`src/rtl/muldiv_seq_if.sv`:
```
// Request/response bundle between the pipeline control and the multi-cycle
// multiply/divide sequencer.
interface muldiv_seq_if #(
    parameter int WIDTH = 32
);
    logic             i_start;
    logic [3:0]       i_aluctl;
    logic [WIDTH-1:0] i_a;
    logic [WIDTH-1:0] i_b;
    logic             i_flush;
    logic             o_busy;
    logic             o_done;
    logic [WIDTH-1:0] o_result;
    logic             o_dbz;

    modport master (
        output i_start, i_aluctl, i_a, i_b, i_flush,
        input  o_busy, o_done, o_result, o_dbz
    );

    modport slave (
        input  i_start, i_aluctl, i_a, i_b, i_flush,
        output o_busy, o_done, o_result, o_dbz
    );
endinterface

```
`src/rtl/muldiv_seq.sv`:
```
// Iterative shift-add multiplier / restoring divider for MUL, DIV and MOD.
// Works on operand magnitudes and applies sign correction in a single FIX cycle.
module muldiv_seq #(
    parameter int         WIDTH   = 32,
    parameter logic [3:0] ALU_MUL = 4'hA,
    parameter logic [3:0] ALU_DIV = 4'hB,
    parameter logic [3:0] ALU_MOD = 4'hC
) (
    input  logic         i_clk,
    input  logic         i_rst,
    muldiv_seq_if.slave  bus
);
    localparam int CW = $clog2(WIDTH + 1);

    typedef enum logic [1:0] {S_IDLE, S_CALC, S_FIX} state_e;
    typedef enum logic [1:0] {OP_MUL, OP_DIV, OP_MOD} op_e;

    state_e           state_q, state_d;
    op_e              op_q, op_d;
    logic [WIDTH-1:0] x_q, x_d;      // multiplicand / remainder
    logic [WIDTH-1:0] y_q, y_d;      // multiplier / quotient
    logic [WIDTH-1:0] acc_q, acc_d;  // product, or raw A for MOD by zero
    logic [WIDTH-1:0] bmag_q, bmag_d;
    logic             neg_res_q, neg_res_d;
    logic             neg_rem_q, neg_rem_d;
    logic             zdiv_q, zdiv_d;
    logic [CW-1:0]    cnt_q, cnt_d;
    logic [WIDTH-1:0] result_q, result_d;
    logic             dbz_q, dbz_d;
    logic             done_q, done_d;

    logic [WIDTH-1:0] abs_a, abs_b, shifted;
    logic             is_md, accept;

    always_comb begin
        state_d   = state_q;
        op_d      = op_q;
        x_d       = x_q;
        y_d       = y_q;
        acc_d     = acc_q;
        bmag_d    = bmag_q;
        neg_res_d = neg_res_q;
        neg_rem_d = neg_rem_q;
        zdiv_d    = zdiv_q;
        cnt_d     = cnt_q;
        result_d  = result_q;
        dbz_d     = dbz_q;
        done_d    = 1'b0;

        abs_a   = bus.i_a[WIDTH-1] ? -bus.i_a : bus.i_a;
        abs_b   = bus.i_b[WIDTH-1] ? -bus.i_b : bus.i_b;
        shifted = {x_q[WIDTH-2:0], y_q[WIDTH-1]};
        is_md   = (bus.i_aluctl == ALU_MUL) || (bus.i_aluctl == ALU_DIV) ||
                  (bus.i_aluctl == ALU_MOD);
        accept  = bus.i_start && is_md && !bus.i_flush;

        case (state_q)
            S_IDLE: begin
                if (accept) begin
                    op_d      = (bus.i_aluctl == ALU_MUL) ? OP_MUL :
                                (bus.i_aluctl == ALU_DIV) ? OP_DIV : OP_MOD;
                    bmag_d    = abs_b;
                    neg_res_d = bus.i_a[WIDTH-1] ^ bus.i_b[WIDTH-1];
                    neg_rem_d = bus.i_a[WIDTH-1];
                    cnt_d     = CW'(WIDTH);
                    zdiv_d    = (bus.i_aluctl != ALU_MUL) && (bus.i_b == '0);
                    if (bus.i_aluctl == ALU_MUL) begin
                        x_d   = abs_a;
                        y_d   = abs_b;
                        acc_d = '0;
                    end else begin
                        // dividend shifts out of y into the remainder x
                        x_d   = '0;
                        y_d   = abs_a;
                        acc_d = bus.i_a;
                    end
                    state_d = zdiv_d ? S_FIX : S_CALC;
                end
            end
            S_CALC: begin
                if (bus.i_flush) begin
                    state_d = S_IDLE;
                end else begin
                    if (op_q == OP_MUL) begin
                        if (y_q[0]) acc_d = acc_q + x_q;
                        x_d = x_q << 1;
                        y_d = y_q >> 1;
                    end else if (shifted >= bmag_q) begin
                        x_d = shifted - bmag_q;
                        y_d = {y_q[WIDTH-2:0], 1'b1};
                    end else begin
                        x_d = shifted;
                        y_d = {y_q[WIDTH-2:0], 1'b0};
                    end
                    cnt_d = cnt_q - CW'(1);
                    if (cnt_q == CW'(1)) state_d = S_FIX;
                end
            end
            S_FIX: begin
                state_d = S_IDLE;
                if (!bus.i_flush) begin
                    case (op_q)
                        OP_MUL:  result_d = neg_res_q ? -acc_q : acc_q;
                        OP_DIV:  result_d = zdiv_q ? '1 : (neg_res_q ? -y_q : y_q);
                        default: result_d = zdiv_q ? acc_q : (neg_rem_q ? -x_q : x_q);
                    endcase
                    dbz_d  = zdiv_q;
                    done_d = 1'b1;
                end
            end
            default: state_d = S_IDLE;
        endcase
    end

    always_ff @(posedge i_clk) begin
        if (i_rst) begin
            state_q   <= S_IDLE;
            op_q      <= OP_MUL;
            x_q       <= '0;
            y_q       <= '0;
            acc_q     <= '0;
            bmag_q    <= '0;
            neg_res_q <= 1'b0;
            neg_rem_q <= 1'b0;
            zdiv_q    <= 1'b0;
            cnt_q     <= '0;
            result_q  <= '0;
            dbz_q     <= 1'b0;
            done_q    <= 1'b0;
        end else begin
            state_q   <= state_d;
            op_q      <= op_d;
            x_q       <= x_d;
            y_q       <= y_d;
            acc_q     <= acc_d;
            bmag_q    <= bmag_d;
            neg_res_q <= neg_res_d;
            neg_rem_q <= neg_rem_d;
            zdiv_q    <= zdiv_d;
            cnt_q     <= cnt_d;
            result_q  <= result_d;
            dbz_q     <= dbz_d;
            done_q    <= done_d;
        end
    end

    assign bus.o_busy   = (state_q != S_IDLE);
    assign bus.o_done   = done_q;
    assign bus.o_result = result_q;
    assign bus.o_dbz    = dbz_q;
endmodule

```
`src/flat_wrapper.sv`:
```
// flat-port wrapper written by rule: the top's interface ports become plain ports
module muldiv_seq_flat 
#(
    parameter int         WIDTH   = 32,
    parameter logic [3:0] ALU_MUL = 4'hA,
    parameter logic [3:0] ALU_DIV = 4'hB,
    parameter logic [3:0] ALU_MOD = 4'hC
)
  (i_clk, i_rst, bus_i_start, bus_i_aluctl, bus_i_a, bus_i_b, bus_i_flush, bus_o_busy, bus_o_done, bus_o_result, bus_o_dbz);
  muldiv_seq_if #(.WIDTH(WIDTH)) bus_i ();
  input  logic i_clk;
  input  logic i_rst;
  input wire logic [$bits(bus_i.i_start)-1:0] bus_i_start;
  input wire logic [$bits(bus_i.i_aluctl)-1:0] bus_i_aluctl;
  input wire logic [$bits(bus_i.i_a)-1:0] bus_i_a;
  input wire logic [$bits(bus_i.i_b)-1:0] bus_i_b;
  input wire logic [$bits(bus_i.i_flush)-1:0] bus_i_flush;
  output wire logic [$bits(bus_i.o_busy)-1:0] bus_o_busy;
  output wire logic [$bits(bus_i.o_done)-1:0] bus_o_done;
  output wire logic [$bits(bus_i.o_result)-1:0] bus_o_result;
  output wire logic [$bits(bus_i.o_dbz)-1:0] bus_o_dbz;
  assign bus_i.i_start = bus_i_start;
  assign bus_i.i_aluctl = bus_i_aluctl;
  assign bus_i.i_a = bus_i_a;
  assign bus_i.i_b = bus_i_b;
  assign bus_i.i_flush = bus_i_flush;
  assign bus_o_busy = bus_i.o_busy;
  assign bus_o_done = bus_i.o_done;
  assign bus_o_result = bus_i.o_result;
  assign bus_o_dbz = bus_i.o_dbz;
  muldiv_seq #(.WIDTH(WIDTH), .ALU_MUL(ALU_MUL), .ALU_DIV(ALU_DIV), .ALU_MOD(ALU_MOD)) u_core (.i_clk(i_clk), .i_rst(i_rst), .bus(bus_i));
endmodule
```
`config.mk`:
```
export PLATFORM = sky130hd
export DESIGN_NAME = muldiv_seq_flat
export DESIGN_NICKNAME = d
export VERILOG_FILES = /design/src/rtl/muldiv_seq_if.sv /design/src/rtl/muldiv_seq.sv /design/src/flat_wrapper.sv
export SDC_FILE = /design/constraint.sdc
export NUM_CORES = 1
export LEC_CHECK = 0
export BUFFER_PORTS_ARGS = -buffer_cell sky130_fd_sc_hd__buf_2
export CORE_MARGIN = 1
export CORE_UTILIZATION = 47
export DETAILED_ROUTE_END_ITERATION = 8
export PLACE_DENSITY_LB_ADDON = 0.3
export SYNTH_ARGS = -nofsm -noshare
export SYNTH_HDL_FRONTEND = slang
export SYNTH_SLANG_ARGS = --single-unit
```
`constraint.sdc`:
```
create_clock -name i_clk -period 8.6 [get_ports i_clk]
set_clock_uncertainty 0.2 [all_clocks]
set_input_delay 0.43 -clock i_clk [delete_from_list [all_inputs] [get_ports i_clk]]
set_output_delay 0.43 -clock i_clk [all_outputs]
set_load 0.03 [all_outputs]
```
## Yosys cells after proc, flatten, opt, wreduce, memory -nomap -nowiden

Index checks and enable logic that the tools add are counted.

- Add/subtract/negate cells: 8
- Equality and inequality tests: 13
- Bitwise operators: 3
- Reductions and logical operators: 17
- $lt $le $gt $ge: 1
- Multiplexer cells: 37

Operators by type and width:

| kind | count |
|---|---|
| $mux 32 | 21 |
| $pmux 32 s2 | 4 |
| $neg 32->32 | 5 |
| $add 32x32->32 | 1 |
| $ge 32x32->1 | 1 |
| $logic_not 32->1 | 1 |
| $sub 32x32->32 | 1 |
| $eq 4x4->1 const B | 3 |
| $mux 2 | 6 |
| $mux 6 | 2 |
| $pmux 6 s2 | 1 |
| $eq 6x1->1 const B | 1 |
| $ne 2x1->1 const B | 3 |
| $reduce_and 2->1 | 3 |
| $sub 6x1->6 const B | 1 |
| $reduce_and 5->1 | 1 |
| $eq 2x1->1 const B | 2 |
| $logic_not 2->1 | 2 |
| $ne 4x4->1 const B | 1 |
| $pmux 2 s2 | 1 |
| $reduce_bool 2->1 | 2 |
| $logic_and 1x1->1 | 3 |
| $ne 3x2->1 const B | 1 |
| $reduce_and 3->1 | 1 |
| 8 further kinds | 11 |

- Output and inout bits: 35
- Word-level logic and storage cells: 92
- Register bits: 175
- Input bits: 72

## Depth between registers and ports, before layout

- Word-level depth: 7
- Mapped depth: 12

## Worst setup path before layout

Ideal clock, no wire load.

- Kind: register to register
- Start: register u_core.x_q[5]
- End: register u_core.acc_q[31]
- Arrival time: 2851 ps
- Required time: 8314 ps
- Setup slack: 5462 ps
- Setup time: 86 ps
- Period minus slack after synthesis: 3138 ps
- Cell stages (with the launch flop): 10
- Buffers on the path: 0
- Path through: dfxtp_1 ha_1 o21a_1 or2_1 a41o_1 a31o_2 a311o_1 and3_1 or4b_1 a221oi_2

- Cells in the longest elaborated chain, start to end: 5

RTL lines:

| element | line | RTL |
|---|---|---|
| start, declared | muldiv_seq.sv:20 | `logic [WIDTH-1:0] x_q, x_d;` |
| start signal, assigned | muldiv_seq.sv:119 | `x_q <= '0;` |
| start signal, assigned | muldiv_seq.sv:133 | `x_q <= x_d;` |
| $add 32x32->32 | muldiv_seq.sv:85 | `if (y_q[0]) acc_d = acc_q + x_q;` |
| $mux 32 | muldiv_seq.sv:85 |  |
| $mux 32 | muldiv_seq.sv:84 | `if (op_q == OP_MUL) begin` |
| $mux 32 | muldiv_seq.sv:81 | `if (bus.i_flush) begin` |
| $pmux 32 s2 | muldiv_seq.sv:57 | `case (state_q)` |
| end signal, assigned | muldiv_seq.sv:121 | `acc_q <= '0;` |
| end signal, assigned | muldiv_seq.sv:135 | `acc_q <= acc_d;` |
| end, declared | muldiv_seq.sv:22 | `logic [WIDTH-1:0] acc_q, acc_d;` |

No other way between the ends. The select of a mux whose other input is x is not followed.
A chain may end at the register's enable or synchronous reset.

## Worst setup path in the final report

- Start: register u_core.y_q[31]
- End: register u_core.x_q[18]

- Cells in the longest elaborated chain, start to end: 5

RTL lines:

| element | line | RTL |
|---|---|---|
| start, declared | muldiv_seq.sv:21 | `logic [WIDTH-1:0] y_q, y_d;` |
| start signal, assigned | muldiv_seq.sv:134 | `y_q <= y_d;` |
| $sub 32x32->32 or $ge 32x32->1 (tied branches) | muldiv_seq.sv:89, muldiv_seq.sv:88 |  |
| $mux 32 * | muldiv_seq.sv:88 | `end else if (shifted >= bmag_q) begin` |
| $mux 32 * | muldiv_seq.sv:84 |  |
| $mux 32 * | muldiv_seq.sv:81 |  |
| $pmux 32 s2 * | muldiv_seq.sv:57 |  |

Mark *: on every way between the ends. The rest lies on a longest branch, timed or not. The select of a mux whose other input is x is not followed.

==> qor.csv <==
stage,metric,value,unit
yosys,seq_area_frac_synth,22.4,%
cts,numCtsBuffers,17,
grt,antenna_found_initial,1,
yosys,synth_nets,2317,
worst_setup_path,crit_type,reg2reg,
power,powerDensity,140,nW/um^2
sta,fin_tns_setup,0,ns
sta,timing.final.ws_setup,4.31,ns
yosys,yosysTopAreaCell,dfxtp_1,
yosys,synth_edf_count,0,
routing,wl,60.4,mm
floorplan,start_util,47.9,%
routing,via_per_inst,6.63,
layout,diodes,0,
cts,cts_setup_buffers,0,
power,swShare,36.4,%
placement,dp_hpwl,44.0,mm
routing,first_pass_iters,6,
power,pwr-share-comb,28.8,%
routing,ant_nets,0,
run,drv_cap,0,
worst_setup_path,startpoint_type,flop,
sta,finalCritPeriodShare,49.9,%
sta,slew_headroom,22.3,%
cts,h-tree-depth,4,
floorplan,fp-row-count,66,
grt,grt_max_degree,89,
placement,place_congestion,0.961,
layout,finalNonFillerCells,2610,
sta,min_period,4.29,ns
layout,layout_common_cells,"nor2_1 (228), nand2_1 (187), dfxtp_1 (175)",
yosys,synth.area.top_cells,"dfxtp_1 (22%), xnor2_1 (6.4%), ha_1 (5.6%), nor2_1 (5.5%), o21ai_0 (5.4%)",
yosys,netlist_area,15700,sq um
routing,drc,0,
layout,layout_commonest_cell,nor2_1,
power,vdd_drop_max,0.149,mV
cts,postCtsHoldBufs,0,
grt,grt_pass1_wl,92.7,mm
yosys,yosys.area.top_type_share,22.4,%
worst_setup_path,required,8.73,ns
worst_setup_path,crit_path_max_fanout,12,
floorplan,core_area,32700,sq um
cts,cts.sinks,175,
sta,hold_viol_final,0,
yosys,synth.distinct_cells,79,
floorplan,die_x,185,microns
cts,insertion_delay,0.47,ns
yosys,async_reset_ff_share,0,%
sta,rsz0062_at_grt,no,
floorplan,io_pins,107,
cts,cts_tree,built,
cts,cts_resized,0,
sta,timing.fmax,233,MHz
yosys,synthFlopType,dfxtp_1,
power,net-switching-power,861,uW
sta,worst_pin_slew,1.17,ns
yosys,avgSynthCellArea,7.21,sq um
placement,place_ws,4.54,ns
yosys,ys_warn_count,0,
layout,drive_above_1_share,9.32,%
cts,clockBufferDepth,2,
cts,root_buffer,clkbuf_16,
floorplan,die_h,185,microns
grt,globalRouteOverflowTotal,0,
power,p_leak,0.00654,uW
grt,grt_pass1_vias,15812,
worst_setup_path,arrival,4.42,ns
power,p_seq_share,37.1,%
yosys,syn_inst,2173,
routing,vias,17296,
power,power.internal,1500,uW
floorplan,dieArea,34100,sq um
power,p_clk_share,34.2,%
cts,clkTransAtPathRegs,0.08,ns
sta,drv_slew,0,
min_path,min_path_type,in2reg,
worst_setup_path,worstSetupEndpointType,flop,
routing,drtIter0Drc,1978,
grt,grt_use_total,35.5,%
yosys,synth_seq_cells,175,
run_status,outcome,completed,
power,power,2360,uW
layout,syn2layout_area_growth,8.02,%
placement,post-place-cells,2579,
routing,wl_per_cell,23.1,microns
layout,nNetsFinal,2300,
sta,setup_viol,0,
placement,portBuffers,106,
layout,fin_util,51.8,%
==> metrics by stage <==
stage                     area [sq um]  hold slack, ns
after detailed placement         16400           0.249
after floorplan                  15700           0.236
after CTS                        16900          0.0397
final                            16900          0.0563
after global routing             16900          0.0724
after global placement           16400           0.236
==> path summary, 6_finish.rpt <==
kind	start	end	slack [ns]	depth (start not counted)
setup / recovery	u_core.y_q[31]	u_core.x_q[18]	4.31	11
hold / removal	bus_i_aluctl[0]	u_core.op_q[0]	0.06	3
setup reg to reg	u_core.y_q[31]	u_core.x_q[18]	4.31	11
hold reg to reg	u_core.bus.o_result[0]	u_core.bus.o_result[0]	0.25	2
==> worst max-delay path, stage by stage, from the launching register on <==
cell	delay, ns
dfxtp_1	0.35
inv_1	0.10
ha_1	0.26
fa_1	0.42
nor2b_1	0.22
o21ba_2	0.17
o31ai_1	0.15
a21oi_1	0.39
o21ai_1	0.29
a21oi_1	0.98
mux2i_1	0.17
a2111oi_0	0.44
==> cells by family after synthesis <==
| group | after synthesis | share of synthesized area (%) |
|---|---|---|
| AO/OA/AOI/OAI | 735 | 30.9 |
| XOR/XNOR | 185 | 10.3 |
| adder cells (fa/ha/maj) | 72 | 5.84 |
| buffers and inverters | 239 | 5.79 |
| flip-flops | 175 | 22.4 |
| multiplexers | 34 | 2.18 |
| AND/OR/NAND/NOR | 733 | 22.6 |
==> Yosys cell counts, drive strengths merged (28+ instances only) <==
library cell    n
nand2         188
o21ai         176
o41ai          28
o31ai          39
nor2          231
xor2           71
nand3          50
nor3           77
clkbuf        149
xnor2         114
a31oi          40
mux2i          33
ha             70
a211oi         73
inv            74
a21oi         158
dfxtp         175
a221oi         35
==> routing by layer <==
metal / wire length, microns / vias to the layer above / GRT usage, %
met2: 26700 / 882 / 55.5
met3: 4700 / 185 / 5.45
li1: - / 8040 / -
met4: 3340 / 2 / 18.7
met5: 13 / - / 0
met1: 25600 / 8187 / 46.9
==> flip-flops by register name, indices dropped and copies added (netlist names) <==
name	flops
u_core.neg_res_q	1
u_core.x_q	32
u_core.bus.o_result	32
u_core.zdiv_q	1
u_core.state_q	2
u_core.op_q	2
u_core.neg_rem_q	1
u_core.acc_q	32
u_core.cnt_q	6
u_core.bus.o_dbz	1
u_core.bus.o_done	1
u_core.bmag_q	32
u_core.y_q	32
==> final cells by class <==
type	count	area (sq um)
fillers	3278	15800
multi-input cells	1759	11300
flip-flops and latches	175	3500
repair buffers	129	706
well taps	442	553
clock buffers	19	433
inverters	74	278
clock inverters	12	138
==> power by group through the flow <==
stage	Clock (uW)	Combinational (uW)	Sequential [uW]
detailed placement	0	656	892
CTS	815	661	873
global route	841	734	877
floorplan	0	471	871
global placement	0	653	891
finish	808	679	876
(Power assumes the default switching activity.)
